### src/rtl/queue_pkg.sv
// Shared width helpers for the multi-lane queue (and its stack sibling).
package queue_pkg;

    function automatic int ptr_w(input int depth);
        return (depth > 1) ? $clog2(depth) : 1;
    endfunction

    function automatic int cnt_w(input int depth);
        return $clog2(depth) + 1;
    endfunction

    // Bits needed to hold a lane count 0..lanes.
    function automatic int lane_cw(input int lanes);
        return (lanes > 0) ? $clog2(lanes + 1) : 1;
    endfunction

endpackage

### src/rtl/queue_lane_count.sv
// Counts contiguous asserted (active-low) lanes starting at lane 0; a gap ends the run.
module lane_count
    import queue_pkg::*;
#(
    parameter int WIDTH = 1
) (
    input  logic [WIDTH-1:0]          i_lanes_,
    output logic [lane_cw(WIDTH)-1:0] o_cnt
);

    localparam int CW = lane_cw(WIDTH);

    logic w_run;

    always_comb begin
        w_run = 1'b1;
        o_cnt = '0;
        for (int i = 0; i < WIDTH; i++) begin
            w_run = w_run & ~i_lanes_[i];
            if (w_run) o_cnt = CW'(i + 1);
        end
    end

endmodule

### src/rtl/queue.sv
// Multi-lane in-order FIFO: up to PUSH writes and POP reads per cycle, oldest on lane 0.
// Optional same-cycle empty bypass from wd lane 0 to rd lane 0 under `QUEUE_BYPASS_EN.
module queue
    import queue_pkg::*;
#(
    parameter int DATA  = 32,
    parameter int DEPTH = 16,
    parameter int PUSH  = 1,
    parameter int POP   = 1
) (
    input  logic                 clk,
    input  logic                 reset_,
    input  logic                 flush_,
    input  logic [PUSH-1:0]      push_,
    input  logic [PUSH*DATA-1:0] wd,
    input  logic [POP-1:0]       pop_,
    output logic [POP*DATA-1:0]  rd,
    output logic [POP-1:0]       v,
    output logic                 busy
);

    localparam int AW = ptr_w(DEPTH);
    localparam int CW = cnt_w(DEPTH);
    localparam int PW = lane_cw(PUSH);
    localparam int QW = lane_cw(POP);
    localparam logic [CW:0] DEPTH_C = (CW+1)'(DEPTH);
    localparam logic [CW:0] PUSH_C  = (CW+1)'(PUSH);

    logic [DATA-1:0] r_mem [DEPTH];
    logic [AW-1:0]   r_head, r_tail;
    logic [CW-1:0]   r_cnt;

    logic [PW-1:0]   w_np_raw;
    logic [QW-1:0]   w_nq_raw;
    logic [CW-1:0]   w_np, w_nq, w_wofs;
    logic            w_byp, w_take;

    lane_count #(.WIDTH(PUSH)) u_push_cnt (.i_lanes_(push_),     .o_cnt(w_np_raw));
    // Pops on lanes without a valid entry are masked off before counting.
    lane_count #(.WIDTH(POP))  u_pop_cnt  (.i_lanes_(pop_ | ~v), .o_cnt(w_nq_raw));

    // Same-cycle pops are deliberately not credited toward free space.
    assign busy = (DEPTH_C - {1'b0, r_cnt}) < PUSH_C;

`ifdef QUEUE_BYPASS_EN
    assign w_byp  = reset_ && flush_ && !busy && (r_cnt == '0) && !push_[0];
    assign w_take = w_byp && !pop_[0];
`else
    assign w_byp  = 1'b0;
    assign w_take = 1'b0;
`endif

    always_comb begin
        w_np   = busy   ? '0 : CW'(w_np_raw);
        w_nq   = w_take ? '0 : CW'(w_nq_raw);
        // A bypassed-and-consumed lane 0 never lands in storage.
        w_wofs = w_take ? CW'(1) : '0;
    end

    always_comb begin
        rd = '0;
        v  = '0;
        for (int i = 0; i < POP; i++) begin
            if (CW'(i) < r_cnt) begin
                v[i]                 = 1'b1;
                rd[i*DATA +: DATA]   = r_mem[r_head + AW'(i)];
            end
        end
        if (w_byp) begin
            v[0]          = 1'b1;
            rd[DATA-1:0]  = wd[DATA-1:0];
        end
    end

    always_ff @(posedge clk or negedge reset_) begin
        if (!reset_) begin
            r_head <= '0;
            r_tail <= '0;
            r_cnt  <= '0;
        end else if (!flush_) begin
            r_head <= '0;
            r_tail <= '0;
            r_cnt  <= '0;
        end else begin
            r_head <= r_head + AW'(w_nq);
            r_tail <= r_tail + AW'(w_np - w_wofs);
            r_cnt  <= r_cnt + w_np - w_wofs - w_nq;
        end
    end

    always_ff @(posedge clk) begin
        if (flush_) begin
            for (int i = 0; i < PUSH; i++) begin
                if ((CW'(i) < w_np) && (CW'(i) >= w_wofs))
                    r_mem[r_tail + AW'(i) - AW'(w_wofs)] <= wd[i*DATA +: DATA];
            end
        end
    end

endmodule

### config.mk
export PLATFORM = sky130hd
export DESIGN_NAME = queue
export DESIGN_NICKNAME = d
export VERILOG_FILES = /design/src/rtl/queue_pkg.sv /design/src/rtl/queue_lane_count.sv /design/src/rtl/queue.sv
export SDC_FILE = /design/constraint.sdc
export NUM_CORES = 1
export LEC_CHECK = 0
export CORE_AREA = 2 2 204 206
export CTS_BUF_LIST = sky130_fd_sc_hd__clkbuf_4
export DETAILED_ROUTE_END_ITERATION = 6
export DIE_AREA = 0 0 206 208
export PLACE_DENSITY = 0.72
export SLEW_MARGIN = 20
export SYNTH_ARGS = -nofsm -noshare
export SYNTH_HDL_FRONTEND = slang
export SYNTH_SLANG_ARGS = --single-unit
export TNS_END_PERCENT = 10
### constraint.sdc
create_clock -name clk -period 4.9 [get_ports clk]
set_input_delay 0.98 -clock clk [delete_from_list [all_inputs] [get_ports clk]]
set_output_delay 0.98 -clock clk [all_outputs]
set_load 0.1 [all_outputs]
==> metrics.yaml <==
area_growth_pct: 15.90
p_comb_share_pct: 30.9
syn_avg_cell_area_um2: 22.42
whs_ns: 0.5470
path_cells: "inv_1, ha_1, and3b_1, inv_2, and3_2, buf_4, a22oi_1, nand2_1, buf_4"
crit_start: "r_cnt[1]$_DFF_PN0_"
syn_area_mm2: 0.02016
worstMarginPinSlew_ns: 1.034
finalWorstSetupSlack_ns: 0.4807
cp-endpoint: "rd[29]"
postCtsResizedCells: 0
p_per_area_mw_per_mm2: 541.6
overflow: 0
drv_cap: 0
crit_required_ns: 3.92
place_ws_ns: 1.047
core-area_mm2: 0.04055
crit_type: "reg -> out"
finalCritPeriodShare_pct: 90.19
setup_viol: 0
grt_pass1_vias: 10480
ys_ff_latch: 525
cts_tree: "built"
io_pins: 71
first_pass_iters: 7
fin_worst_skew_ns: 0.05367
ctsLongestPathBuffers: 3
stdcell_area_mm2: 0.02336
net-switching-power_mw: 4.470
crit_path_start_kind: "flop"
grt_max_degree: 61
vias_per_cell: 5.831
min_path_type: "in -> async"
cp.arrival_ns: 3.44
drive_gt1_share_pct: 35.27
netSwitchingFraction_pct: 35.32
cts-root-buf: "clkbuf_4"
cts_buffers: 133
hpwl_um: 22420
clk_latency_ns: 0.83
fmax_mhz: 226.3
track_usage_pct: 19.98
drc: 0
htree_num_levels: 4
reg2reg_from: "r_cnt[1]$_DFF_PN0_"
rsz0062_at_grt: "false"
fp-row-count: 74
die_w_um: 206
reg2reg_slack_ns: 1.50
postCtsSetupBuffers: 0
cp_max_fo: 21
clkPwrFrac_pct: 28.4
dpl-instance-area_mm2: 0.02172
slowest_delay_ns: 0.62
final_max_slew_viol_count: 0
die_h_um: 208
clk_pin_slew_ns: 0.06
max-vdd-ir-drop_mv: 0.6323
start_util_pct: 49.71
io_buffers: 70
relSlewSlack_pct: 30.87
antenna_found_initial: 3
clock-sinks: 525
worstSetupEndpointType: "output port"
rr_endpoint: "r_cnt[4]$_DFF_PN0_"
ctsHoldBuffers: 0
yosys_warnings: 0
internal-power_mw: 8.184
place_congestion: 0.7433
ys_seq_area_share_pct: 77.88
syn-num-nets: 950
grt_pass1_wl_um: 62750
reg2reg_depth: 16
ant_nets: 0
drtIter0Drc: 934
nets: 1140
wl_um: 41480
synth_cells: 899
die_area_mm2: 0.04285
finalHoldViolCount: 0
outcome: "finished, final reports clean"
dr_total_vias: 9936
layout_min_cycle_time_ns: 4.419
power_frac_seq_pct: 40.7
wl_per_cell_um: 24.34
slowest_stage: "and3_2"
crit_top_cell: "buf_4"
setup_tns_ns: 0
yosysUniqueCellTypes: 36
leakagePower_nw: 7.500
==> state kept, by name (all words and copies together) (netlist names) <==
register / cells
r_mem: 512
r_tail: 4
r_head: 4
r_cnt: 5
==> cell usage after synthesis, drive strengths merged <==
cell | count | area, µm²
edfxtp | 512 | 15370
mux4 | 128 | 2883
a22oi | 62 | 465.5
nand2 | 41 | 153.9
buf | 39 | 230.2
a21oi | 18 | 90.09
and2 | 13 | 81.33
dfrtp | 13 | 325.3
ha | 13 | 162.7
inv | 9 | 33.78
clkbuf | 8 | 30.03
nand3 | 5 | 25.02
nand2b | 4 | 25.02
nor3 | 4 | 20.02
nor3b | 4 | 40.03
xnor2 | 4 | 35.03
xor2 | 4 | 35.03
nor2b | 3 | 18.77
nor2 | 2 | 7.510
o21bai | 2 | 15.01
a211oi | 1 | 7.510
a21o | 1 | 7.510
a221o | 1 | 10.01
and3 | 1 | 6.260
and3b | 1 | 8.760
fa | 1 | 20.02
mux2i | 1 | 10.01
nand4 | 1 | 6.260
nand4b | 1 | 8.760
o32ai | 1 | 16.27
or3 | 1 | 6.260
==> cell families after synthesis <==
family | count (synthesis) | synth area share [%]
muxes | 129 | 14.35
adders and majority gates | 14 | 0.9062
DFF | 525 | 77.88
AOI/OAI and AO/OA | 86 | 3.035
xor gates and xnor gates | 8 | 0.3475
and+or+nand+nor | 81 | 2.023
buffers and inverters | 56 | 1.458
==> placed cells by master, fill, tap and decap left out, types with 3 or more instances in the layout <==
master           count
buf_12               6
xnor2_1              4
nand2b_1             4
dfrtp_1             11
clkdlybuf4s50_1     37
buf_4               59
a22oi_1             62
clkinvlp_4           4
edfxtp_1           512
clkinv_1            22
mux4_2             128
bufinv_16            4
nor2b_1              3
and2_1              13
clkinv_4             5
a21oi_1              3
inv_1                8
ha_1                13
a21oi_4             15
xor2_1               4
nand3_1              5
nand2_1             41
clkbuf_4           179
==> worst max-delay path: cells and delay by family (launching register included) <==
kind            cells  cell delay [ns]
buf+inv             4             0.83
flops               1             0.43
simple gates        3             1.03
fa+ha+maj           1             0.21
compound gates      1             0.10
==> routing by layer <==
layer	up-vias	share of wire, %	GRT usage, %
met5	-	0.055	0
met4	4	1.6	6.823
met3	67	7.0	4.981
met2	382	49	30.65
met1	5230	42	28.32
li1	4253	-	-
==> power groups by stage <==
stage          sequential, mW  clock [mW]  combinational [mW]
6_report                 5.15        3.60                3.91
5_1_grt                  5.17        3.95                4.11
4_1_cts                  5.16        3.69                3.95
3_5_place_dp             5.25           0                3.94
3_3_place_gp             5.24           0                3.92
2_1_floorplan            5.17           0                3.03
==> stage by stage <==
stage,cells,util [%],power [mW]
2_1_floorplan,899,-,8.206
3_3_place_gp,1486,53.56,9.169
3_5_place_dp,1486,53.56,9.195
4_1_cts,1703,57.61,12.80
5_1_grt,1704,57.61,13.23
6_report,1704,57.61,12.65
==> how the worst min path moves through the flow <==
stage                              startpoint             endpoint  slack, ns  cells past startpoint
after global routing                   reset_  r_head[3]$_DFF_PN0_       0.50                      1
final                                  reset_  r_head[2]$_DFF_PN0_       0.55                      1
after detailed placement   r_cnt[0]$_DFF_PN0_   r_cnt[0]$_DFF_PN0_       0.69                      2
after CTS                              reset_  r_head[2]$_DFF_PN0_       0.48                      1
after global placement    r_tail[3]$_DFF_PN0_  r_tail[3]$_DFF_PN0_       0.67                      2
after floorplan           r_tail[1]$_DFF_PN0_  r_tail[1]$_DFF_PN0_       0.58                      2
==> layout make-up <==
cell class              count  area [µm²]
repair buffers            102       933.4
clock buffers             179        1344
clock inverters            38       295.3
fillers                  3009       17190
multi-input cells         318        4382
flip-flops and latches    525       15710
well taps                 532       665.6
diodes                      1       2.502
inverters                   9       33.78
(Power assumes the default switching activity.)
